### config.mk
export PLATFORM = sky130hd
export DESIGN_NAME = ram_ctrl
export DESIGN_NICKNAME = d
export VERILOG_FILES = /design/src/rtl/ram_pkg.sv /design/src/rtl/ram_array.sv /design/src/rtl/ram_ctrl.sv
export SDC_FILE = /design/constraint.sdc
export NUM_CORES = 1
export LEC_CHECK = 0
export BUFFER_PORTS_ARGS = -buffer_cell sky130_fd_sc_hd__buf_2
export CORE_MARGIN = 2
export CORE_UTILIZATION = 30
export DETAILED_ROUTE_END_ITERATION = 7
export SETUP_SLACK_MARGIN = 0.1
export SYNTH_ARGS = -nofsm -noshare
export SYNTH_HDL_FRONTEND = slang
export SYNTH_SLANG_ARGS = --single-unit
### constraint.sdc
create_clock -name clk -period 3.6 [get_ports clk]
set_input_delay 0.36 -clock clk [delete_from_list [all_inputs] [get_ports clk]]
set_output_delay 0.36 -clock clk [all_outputs]
set_load 0.01 [all_outputs]
### src/rtl/ram_pkg.sv
// Shared types and default sizing for the ram_ctrl block and its storage array.
package ram_pkg;

  localparam int unsigned DEF_MEM_WIDTH      = 8;
  localparam int unsigned DEF_WORD_SIZE      = 4;
  localparam bit          DEF_CLEAR_ON_RESET = 1'b1;

  typedef enum logic {
    CLEAR = 1'b0,
    RUN   = 1'b1
  } ram_state_e;

  // Which register currently drives data_out.
  typedef enum logic [1:0] {
    OUT_ZERO  = 2'd0,
    OUT_ARRAY = 2'd1,
    OUT_FWD   = 2'd2
  } out_sel_e;

endpackage

### src/rtl/ram_array.sv
// Single-write-port, single-synchronous-read-port storage; no reset anywhere.
module ram_array #(
  parameter int MEM_WIDTH = 8,
  parameter int WORD_SIZE = 4
) (
  input  logic                 clk,
  input  logic                 we,
  input  logic [WORD_SIZE-1:0] waddr,
  input  logic [MEM_WIDTH-1:0] wdata,
  input  logic                 re,
  input  logic [WORD_SIZE-1:0] raddr,
  output logic [MEM_WIDTH-1:0] rdata
);

  localparam int DEPTH = 2 ** WORD_SIZE;

  logic [MEM_WIDTH-1:0] mem [DEPTH];

  // NOTE: the array and its read register take no reset so they map onto RAM
  // macros; the controller zeroes contents with a sweep and masks rdata instead.
  always_ff @(posedge clk) begin
    if (we) mem[waddr] <= wdata;
    if (re) rdata <= mem[raddr];
  end

endmodule

### src/rtl/ram_ctrl.sv
// RAM controller: post-reset clear sweep, gated user access, write-first
// forwarding on same-address read/write, registered read data with valid.
module ram_ctrl
  import ram_pkg::*;
#(
  parameter int MEM_WIDTH      = DEF_MEM_WIDTH,
  parameter int WORD_SIZE      = DEF_WORD_SIZE,
  parameter bit CLEAR_ON_RESET = DEF_CLEAR_ON_RESET
) (
  input  logic                 clk,
  input  logic                 rst_n,
  input  logic                 wr_en,
  input  logic [WORD_SIZE-1:0] wr_addr,
  input  logic [MEM_WIDTH-1:0] data_in,
  input  logic                 rd_en,
  input  logic [WORD_SIZE-1:0] rd_addr,
  output logic [MEM_WIDTH-1:0] data_out,
  output logic                 rd_valid,
  output logic                 ready
);

  ram_state_e           state;
  out_sel_e             out_sel;
  logic [WORD_SIZE-1:0] clr_cnt;
  logic [MEM_WIDTH-1:0] fwd_data;
  logic [MEM_WIDTH-1:0] arr_rdata;

  logic                 wr_fire;
  logic                 rd_fire;
  logic                 arr_we;
  logic [WORD_SIZE-1:0] arr_waddr;
  logic [MEM_WIDTH-1:0] arr_wdata;

  assign wr_fire = ready & wr_en;
  assign rd_fire = ready & rd_en;

  // NOTE: every output of a combinational block gets a default first so no
  // path leaves it unassigned, which would infer a latch.
  always_comb begin
    arr_we    = wr_fire;
    arr_waddr = wr_addr;
    arr_wdata = data_in;
    if (state == CLEAR) begin
      arr_we    = 1'b1;
      arr_waddr = clr_cnt;
      arr_wdata = '0;
    end
  end

  ram_array #(
    .MEM_WIDTH(MEM_WIDTH),
    .WORD_SIZE(WORD_SIZE)
  ) u_array (
    .clk  (clk),
    .we   (arr_we),
    .waddr(arr_waddr),
    .wdata(arr_wdata),
    .re   (rd_fire),
    .raddr(rd_addr),
    .rdata(arr_rdata)
  );

  // NOTE: state registers use non-blocking assignments so every flop samples
  // pre-edge values regardless of statement order.
  always_ff @(posedge clk or negedge rst_n) begin
    if (!rst_n) begin
      if (CLEAR_ON_RESET) state <= CLEAR;
      else                state <= RUN;
      clr_cnt  <= '0;
      ready    <= 1'b0;
      rd_valid <= 1'b0;
      out_sel  <= OUT_ZERO;
      fwd_data <= '0;
    end else begin
      case (state)
        CLEAR: begin
          clr_cnt <= clr_cnt + 1'b1;
          if (clr_cnt == '1) begin
            state <= RUN;
            ready <= 1'b1;
          end
        end
        RUN: ready <= 1'b1;
      endcase

      rd_valid <= rd_fire;
      if (rd_fire) begin
        // The array returns pre-write contents, so a colliding write is captured here.
        if (wr_fire && (wr_addr == rd_addr)) begin
          out_sel  <= OUT_FWD;
          fwd_data <= data_in;
        end else begin
          out_sel  <= OUT_ARRAY;
        end
      end
    end
  end

  // Pure select between registers; OUT_ZERO masks the unreset array output.
  always_comb begin
    data_out = '0;
    case (out_sel)
      OUT_ARRAY: data_out = arr_rdata;
      OUT_FWD:   data_out = fwd_data;
      default:   data_out = '0;
    endcase
  end

endmodule

==> results of run 1 <==
## layer usage
metal | global-route usage, % | share of wire [%]
met5 | 0 | 0
met2 | 19.4 | 49
met1 | 15.6 | 43
met3 | 3.76 | 5.8
met4 | 3.79 | 1.6
## power groups by stage
stage               Sequential, µW  Combinational (µW)  Clock [µW]
floorplan                     2020                 154           0
global placement              2030                 227           0
detailed placement            2030                 233           0
CTS                           1990                 234        1890
global route                  2000                 251        1960
finish                        1990                 229        1850
## kinds of logic after synthesis
| family | count (synthesis) | share of synthesized area [%] |
|---|---|---|
| AOI/OAI and AO/OA | 33 | 3.94 |
| xor gates and xnor gates | 7 | 1.00 |
| adders and majority gates | 3 | 0.613 |
| buffers and inverters | 22 | 1.78 |
| DFF | 153 | 73.7 |
| muxes | 43 | 14.3 |
| and+or+nand+nor | 61 | 4.74 |
## worst register-to-register path, cell delays in order, from the launching register on
cell     delay, ns
dfrtp_1       0.82
nor2b_1       0.17
a21oi_1       0.21
nand2_1       0.16
nor2_1        0.60
## stage by stage
stage / setup slack (ns) / std cells
2_1_floorplan: 1.67 / 322
3_3_place_gp: 1.28 / 606
5_1_grt: 1.06 / 639
3_5_place_dp: 1.25 / 606
4_1_cts: 1.25 / 639
6_report: 1.27 / 639
## cells in the final DEF, fill, tap and decap left out, types with 2 or more instances in the layout
cell,n
dfrtp_1,17
a31oi_1,4
buf_2,29
ha_1,3
mux2_2,2
mux2_4,8
xnor2_1,4
and2_1,10
clkinv_1,2
xor2_1,3
a22oi_1,24
nor2b_1,3
buf_4,3
clkinv_4,4
nor3b_1,2
edfxtp_1,136
bufinv_16,4
mux4_2,32
nor2_1,26
inv_1,4
clkbuf_16,17
nand2_1,13
inv_6,3
## area by class of cell
cell class              instances  share of cell area, %
multi-input cells             147                   21.0
clock buffers                  18                   5.99
repair buffers                 33                   2.48
well taps                     270                   4.71
clock inverters                14                   2.71
flip-flops and latches        153                   62.9
inverters                       4                  0.209
## worst paths after layout
kind	endpoint	slack, ns	cells after the start
worst max register to register	u_array.mem[9][7]$_DFFE_PP_	1.27	4
worst min register to register	fwd_data[2]$_DFFE_PN0P_	0.52	1
min in group asynchronous	fwd_data[0]$_DFFE_PN0P_	0.40	2
worst max-delay path	u_array.mem[9][7]$_DFFE_PP_	1.27	4
max in group asynchronous	fwd_data[1]$_DFFE_PN0P_	2.92	2
worst min-delay path	fwd_data[0]$_DFFE_PN0P_	0.19	2
## state kept, by name (all words and copies together) (netlist names)
register       count
u_array.mem      128
rd_valid           1
ready              1
u_array.rdata      8
fwd_data           8
clr_cnt            4
state              1
out_sel            2
==> reports/metrics.yaml, run 1 <==
layout:
  area_growth_pct: 17.1
  final_util_pct: 35.6
  num-fill-cells: 1842
  layout.nets: 379
  antenna_cells: 0
  regArea_um2: 4510
  layout-drive-gt1-share_pct: 28.7
  multi_input_area_um2: 1500
  design_area_um2: 7170
sta:
  max_freq_ghz: 0.429
  skew_ns: 0.00773
  hold_slack_ns: 0.185
  maxSlewViolCount: 0
  relSlewSlack_pct: 48.8
  setup_tns_ns: 0
  finalSetupViolCount: 0
  final_hold_viol_count: 0
  rsz0062_at_grt: "no"
  tightest_slew_ns: 0.766
  min_period_ns: 2.33
  post-route-period-util_pct: 64.8
critical_path:
  worstSetupPathType: "flop to flop"
  slowest_stage: "dfrtp_1"
  crit_arrival_ns: 2.37
  path_cells: "nor2b_1, a21oi_1, nand2_1, nor2_1"
  critical_path.max_stage_delay_ns: 0.82
  worst_setup_path_end_kind: "flop"
  worst-path-buf-inv: 0
  critical_path.max_fanout: 25
  reg2reg_from: "state$_DFF_PN0_"
  crit_start: "state$_DFF_PN0_"
  critical_path_required_ns: 3.64
  path_delay_family: "simple AND/OR/NAND/NOR gates"
  start_kind: "flop"
clock_network:
  cts_setup_buffers: 0
  clk_pin_slew_worst_paths_ns: 0.06
  clk-insertion-delay-late_ns: 0.42
  cts_num_sinks: 153
  post_cts_resized: 0
  ctsHtreeMaxLevel: 4
  cts_tree: "yes"
  clockBufferDepth: 2
  cts_hold_buf: 1
  cts_buffers: 17
  root_buffer: "clkbuf_16"
synth:
  synth_area_leaders: "edfxtp_1, mux4_2, dfrtp_1, a22oi_1, mux2_4"
  synthArstFlopShare_pct: 11.1
  ys_types: 33
  syn-mean-instance-area_um2: 19.0
  yosysSeqAreaShare_pct: 73.7
  syn_nets: 345
  synth_common_cells: "edfxtp_1, mux4_2, nor2_1, a22oi_1, dfrtp_1"
  ys_ff_latch: 153
  syn_inst: 322
  synth_warnings: 0
  synth_top_cell_by_area: "edfxtp_1"
  synth_top_area_share_pct: 66.7
  synth.most_common_cell: "edfxtp_1"
  netlist_area_um2: 6120
  synth_edf_count: 136
  yosys_most_used_dff: "edfxtp_1"
placement:
  dpl_cell_area_um2: 6530
  hpwl_mm: 8.51
  portBuffers: 29
  gp_congestion: 0.835
power:
  irDropWorstVdd_mv: 0.334
  switching_share_pct: 20.6
  p_seq_share_pct: 48.9
  power.density_nw_per_um2: 569
  report.power.total_uw: 4080
  p_leak_uw: 0.00246
  pwr-share-comb_pct: 5.6
  p_sw_uw: 838
  intPower_uw: 3240
  p_clk_share_pct: 45.5
route:
  drc: 0
  drt-total-wl_mm: 12.2
  wire_per_inst_um: 19.1
  firstDrtPassIters: 4
  ant_nets: 0
  viasPerCell: 4.71
  drt_iter0_drc: 196
  vias: 3012
floorplanning:
  die_h_um: 147
  num_rows: 52
  io_pins: 30
  die_area_um2: 21600
  fp.dieW_um: 147
  start_util_pct: 30.5
  core-area_um2: 20100
status:
  outcome: "finished clean"
global_routing:
  grt_pass1_wl_mm: 19.1
  antenna_found_initial: 0
  grt_usage_pct: 12.0
  grt_pass1_vias: 3176
  globalRouteOverflowTotal: 0
  grt_max_degree: 26
flow_run:
  maxCapViolCount: 0
hold_path:
  worstHoldStart: "data_in[0]"
  hold_class: "input pin to flop"
(Power assumes the default switching activity.)
==> run 2: changes to the inputs <==
==> constraint.sdc (replaced) <==
create_clock -name clk -period 1.87 [get_ports clk]
set_input_delay 0.187 -clock clk [delete_from_list [all_inputs] [get_ports clk]]
set_output_delay 0.187 -clock clk [all_outputs]
set_load 0.01 [all_outputs]
==> reports/metrics.yaml, run 2 (synthesis gave the netlist of run 1 again) <==
status:
  outcome: "finished clean"
placement:
  dpl_cell_area_um2: 6890  # +5.5%
  hpwl_mm: 8.78  # +3.1%
  portBuffers: 29  # unchanged
  pre_cts_ws_ns: 0.0132  # -1.23 ns
  gp_congestion: 0.810  # -3.0%
hold_path:
  hold_class: "input pin to flop"
critical_path:
  critical_path_required_ns: 1.68  # -1.96 ns
  path_delay_family: "flip-flops"
  worst_setup_path_end_kind: "output port"
  critical_path.max_fanout: 8  # -68%
  slowest_stage: "dfrtp_1"
  crit_arrival_ns: 1.52  # -0.85 ns
  worst-path-buf-inv: 2  # +2
  path_cells: "inv_1, ha_4, a22oi_1, nor2_1, buf_2"
  start_kind: "flop"
  critical_path.max_stage_delay_ns: 0.41  # -0.41 ns
  worstSetupPathType: "flop to output port"
clock_network:
  cts_num_sinks: 153  # unchanged
  clockBufferDepth: 2  # unchanged
  ctsHtreeMaxLevel: 4  # unchanged
  root_buffer: "clkbuf_16"
  cts_buffers: 17  # unchanged
  clk-insertion-delay-late_ns: 0.42  # about the same
  clk_pin_slew_worst_paths_ns: 0.06  # about the same
  cts_tree: "yes"
power:
  p_sw_uw: 1640  # +96%
  report.power.total_uw: 8320  # +100%
  intPower_uw: 6680  # +110%
  switching_share_pct: 19.7  # -0.81 points
  p_leak_uw: 0.00271  # +10%
  p_seq_share_pct: 46.0  # -2.9 points
  pwr-share-comb_pct: 6.1  # +0.5 points
  irDropWorstVdd_mv: 0.640  # +92%
  p_clk_share_pct: 47.9  # +2.4 points
  power.density_nw_per_um2: 1090  # +91%
sta:
  post-route-period-util_pct: 91.5
  relSlewSlack_pct: 65.3  # +17 points
  skew_ns: 0.00624  # -0.00149 ns
  max_freq_ghz: 0.584
  setup_slack_ns: 0.159  # -1.11 ns
  rsz0062_at_grt: "yes"
  hold_slack_ns: 0.0238  # -0.162 ns
  tightest_slew_ns: 0.518  # -0.248 ns
  final_hold_viol_count: 0  # unchanged
  maxSlewViolCount: 0  # unchanged
  min_period_ns: 1.71
  finalSetupViolCount: 0  # unchanged
  setup_tns_ns: 0  # unchanged
layout:
  largest_reg_flops: 128  # unchanged
  antenna_cells: 0  # unchanged
  final_common_cell: "edfxtp_1"
  top_register: "u_array.mem"
  reg.largest.list: "u_array.mem: 128 flops, fwd_data: 8 flops, u_array.rdata: 8 flops"
  design_area_um2: 7670  # +7.0%
  area_growth_pct: 25.2
  layout-drive-gt1-share_pct: 38.5  # +9.8 points
  mostFrequentLayoutCells: "edfxtp_1, buf_4, mux4_2, buf_2, a22oi_1"
  layout.nets: 420  # +11%
global_routing:
  grt_usage_pct: 12.8  # +0.78 points
  grt_pass1_wl_mm: 20.0  # +5.0%
  antenna_found_initial: 0  # unchanged
  globalRouteOverflowTotal: 0  # unchanged
  grt_max_degree: 33  # +27%
  grt_pass1_vias: 3330  # +4.8%
route:
  ant_nets: 0  # unchanged
  drc: 0  # unchanged
  vias: 3231  # +7.3%
  drt-total-wl_mm: 13.0  # +6.1%
  viasPerCell: 4.75  # +0.80%
  drt_iter0_drc: 312  # +59%
  firstDrtPassIters: 4  # unchanged
  wire_per_inst_um: 19.0  # -0.28%
floorplanning:
  fp.dieW_um: 147  # unchanged
  io_pins: 30  # unchanged
  start_util_pct: 30.5  # unchanged
  core-area_um2: 20100  # unchanged
  die_area_um2: 21600  # unchanged
  die_h_um: 147  # unchanged
  num_rows: 52  # unchanged
flow_run:
  maxCapViolCount: 0  # unchanged
[run 2: worst reg2reg max path: stages, from the launching register on]
cell and delay [ns]:
dfrtp_2 0.51, nor2b_2 0.19, a41o_1 0.14, nand2_1 0.15, nor2_2 0.20, buf_4 0.17
[run 2: power groups by stage]
stage | Sequential, µW | Clock (µW) | Combinational, µW
2_1_floorplan | 3890 | 0 | 299
6_report | 3830 | 3990 | 509
5_1_grt | 3840 | 4190 | 553
3_5_place_dp | 3900 | 0 | 503
4_1_cts | 3830 | 4060 | 512
3_3_place_gp | 3900 | 0 | 497
[run 2: per-stage QoR]
step                instances  utilization, %
floorplan                 322               -
global placement          643            34.3
detailed placement        643            34.3
CTS                       679            38.0
global route              680            38.1
finish                    680            38.1
[run 2: what timing repair did]
action	4_1_cts	5_1_grt
gates resized for setup	3	3
setup endpoints to repair	12	12
pin swaps	0	0
hold buffers	4	0
setup buffers	0	1
endpoints found under the hold margin	20	0
[run 2: path summary, 6_finish.rpt]
check	cells past startpoint	startpoint	end	slack (ns)
setup reg to reg	5	state$_DFF_PN0_	u_array.mem[5][6]$_DFFE_PP_	0.23
hold reg to reg	1	fwd_data[5]$_DFFE_PN0P_	fwd_data[5]$_DFFE_PN0P_	0.52
setup / recovery	5	out_sel[0]$_DFFE_PN0P_	data_out[6]	0.16
min in group asynchronous	2	rst_n	clr_cnt[0]$_DFFE_PN0N_	0.24
max in group asynchronous	2	rst_n	state$_DFF_PN0_	1.32
hold / removal	2	data_in[7]	fwd_data[7]$_DFFE_PN0P_	0.02
[run 2: cell type report]
class	instances	area, µm²
clock inverter	15	272
sequential	153	4510
timing repair buffer	74	556
fill	1784	12400
clock buffer	17	425
tap	270	338
multi-input combinational	147	1550
inverter	4	15.0
[run 2: metal layers]
layer	track usage (%)	routed length, µm	vias to the layer above
met4	4.81	243	0
met3	3.66	748	16
li1	-	-	1440
met2	19.5	6140	107
met1	17.5	5820	1668
met5	0	0	-
==> run 3: changes to the inputs <==
--- a/config.mk
+++ b/config.mk
@@ -6,9 +6,11 @@
 export NUM_CORES = 1
 export LEC_CHECK = 0
 export BUFFER_PORTS_ARGS = -buffer_cell sky130_fd_sc_hd__buf_2
+export CAP_MARGIN = 20
 export CORE_MARGIN = 2
 export CORE_UTILIZATION = 30
 export DETAILED_ROUTE_END_ITERATION = 7
+export PLACE_DENSITY = 0.53
 export SETUP_SLACK_MARGIN = 0.1
 export SYNTH_ARGS = -nofsm -noshare
 export SYNTH_HDL_FRONTEND = slang
==> reports/metrics.yaml, run 3 (synthesis gave the netlist of run 1 again) <==
status:
  outcome: "finished clean"
critical_path:
  critical_path_required_ns: 1.68  # about the same
  path_delay_family: "flip-flops"
  critical_path.max_stage_delay_ns: 0.41  # about the same
  slowest_stage: "dfrtp_1"
  crit_arrival_ns: 1.50  # -0.02 ns
  critical_path.max_fanout: 8  # unchanged
  start_kind: "flop"
  worst-path-buf-inv: 2  # unchanged
  path_cells: "inv_1, ha_4, a22oi_1, nor2_1, buf_2"
  worstSetupPathType: "flop to output port"
  worst_setup_path_end_kind: "output port"
route:
  drt-total-wl_mm: 13.2  # +2.0%
  firstDrtPassIters: 5  # +1
  ant_nets: 0  # unchanged
  wire_per_inst_um: 19.5  # +2.6%
  drt_iter0_drc: 296  # -5.1%
  viasPerCell: 4.66  # -2.0%
  drc: 0  # unchanged
  vias: 3147  # -2.6%
global_routing:
  grt_usage_pct: 13.1  # +0.27 points
  antenna_found_initial: 0  # unchanged
  grt_pass1_wl_mm: 20.5  # +2.5%
  globalRouteOverflowTotal: 0  # unchanged
  grt_max_degree: 33  # unchanged
  grt_pass1_vias: 3369  # +1.2%
clock_network:
  cts_tree: "yes"
  root_buffer: "clkbuf_16"
  clockBufferDepth: 2  # unchanged
  clk-insertion-delay-late_ns: 0.42  # about the same
  cts_num_sinks: 153  # unchanged
  cts_buffers: 17  # unchanged
  ctsHtreeMaxLevel: 4  # unchanged
  clk_pin_slew_worst_paths_ns: 0.06  # about the same
sta:
  maxSlewViolCount: 0  # unchanged
  post-route-period-util_pct: 90.5  # -1.0 points
  rsz0062_at_grt: "yes"
  final_hold_viol_count: 0  # unchanged
  setup_slack_ns: 0.178  # +0.0194 ns
  min_period_ns: 1.69  # -0.0194 ns
  relSlewSlack_pct: 53.0  # -12 points
  finalSetupViolCount: 0  # unchanged
  tightest_slew_ns: 0.705  # +0.188 ns
  max_freq_ghz: 0.591  # +1.1%
  skew_ns: 0.00874  # +0.00250 ns
placement:
  portBuffers: 29  # unchanged
  pre_cts_ws_ns: -0.0806  # -0.0938 ns
  gp_congestion: 0.775  # -4.3%
  hpwl_mm: 8.89  # +1.3%
  place_inst: 639  # -0.62%
layout:
  final_util_pct: 38.2  # +0.050 points
  layout-drive-gt1-share_pct: 40.1  # +1.6 points
  area_growth_pct: 25.4
  top_register: "u_array.mem"
  multi_input_area_um2: 1580  # +1.9%
  final_cells: 676  # -0.59%
  final_common_cell: "edfxtp_1"
  largest_reg_flops: 128  # unchanged
  num-fill-cells: 1823  # +2.2%
  reg.largest.list: "u_array.mem: 128 flops, fwd_data: 8 flops, u_array.rdata: 8 flops"
  layout.nets: 416  # -0.95%
  regArea_um2: 4510  # unchanged
  mostFrequentLayoutCells: "edfxtp_1, mux4_2, buf_2, buf_4, a22oi_1"
  antenna_cells: 0  # unchanged
floorplanning:
  die_h_um: 147  # unchanged
  die_area_um2: 21600  # unchanged
  fp.dieW_um: 147  # unchanged
  start_util_pct: 30.5  # unchanged
  core-area_um2: 20100  # unchanged
  io_pins: 30  # unchanged
  num_rows: 52  # unchanged
power:
  p_leak_uw: 0.00268  # -1.1%
  report.power.total_uw: 7940  # -4.7%
  irDropWorstVdd_mv: 0.576  # -9.9%
  power.density_nw_per_um2: 1030  # -4.8%
flow_run:
  maxCapViolCount: 0  # unchanged
hold_path:
  hold_class: "input pin to flop"
## run 3: changes by cell type in the layout (fill, tap and decap cells not counted), sizes merged
cell         change
buf              -2
inv              +1
clkinv           +2
dlygate4sd3      -2
bufinv           -3
## run 3: layout make-up
type                            count  area share (%)
Clock buffer                       17            5.54
Clock inverter                     15            2.61
Inverter                            4           0.196
Multi-Input combinational cell    147            20.6
Sequential cell                   153            58.8
Tap cell                          270            4.40
Timing Repair Buffer               70            7.92
## run 3: report_power, final
part / switching [µW] / leakage, µW / internal [µW]
logic: 276 / 0.000932 / 251
registers: 33.4 / 0.00145 / 3800
clock network: 1340 / 0.000297 / 2240
total: 1650 / 0.00268 / 6290
## run 3: path summary, 6_finish.rpt
| kind | depth (start not counted) | from | end | slack (ns) |
|---|---|---|---|---|
| worst max-delay path | 5 | out_sel[1]$_DFFE_PN0P_ | data_out[4] | 0.18 |
| worst min-delay path | 2 | data_in[3] | fwd_data[3]$_DFFE_PN0P_ | 0.03 |
| worst max register to register | 5 | state$_DFF_PN0_ | u_array.mem[5][7]$_DFFE_PP_ | 0.20 |
| worst min register to register | 1 | clr_cnt[2]$_DFFE_PN0N_ | clr_cnt[2]$_DFFE_PN0N_ | 0.50 |
| max in group asynchronous | 2 | rst_n | state$_DFF_PN0_ | 1.34 |
| min in group asynchronous | 2 | rst_n | clr_cnt[3]$_DFFE_PN0N_ | 0.23 |
## run 3: repair_timing
item	CTS	global route
gates resized for setup	5	8
hold buffers	2	0
buffers inserted	0	3
endpoints found under the hold margin	18	0
pin swaps	0	0
setup endpoints to repair	117	122
## run 3: per-layer routing
metal  track usage [%]  part of all wire, %
met3              2.83                  3.7
met1              17.4                   47
met2              20.9                   48
met5                 0                    0
met4              5.19                  1.5
## run 3: through the flow
stage                     area (µm²)  setup TNS [ns]  hold WS (ns)
after detailed placement        6950         -0.0806         0.133
after global placement          6950         -0.0654         0.133
after CTS                       7610               0      0.000222
after floorplan                 6140               0        -0.109
after global routing            7680               0        0.0110
final                           7680               0        0.0264
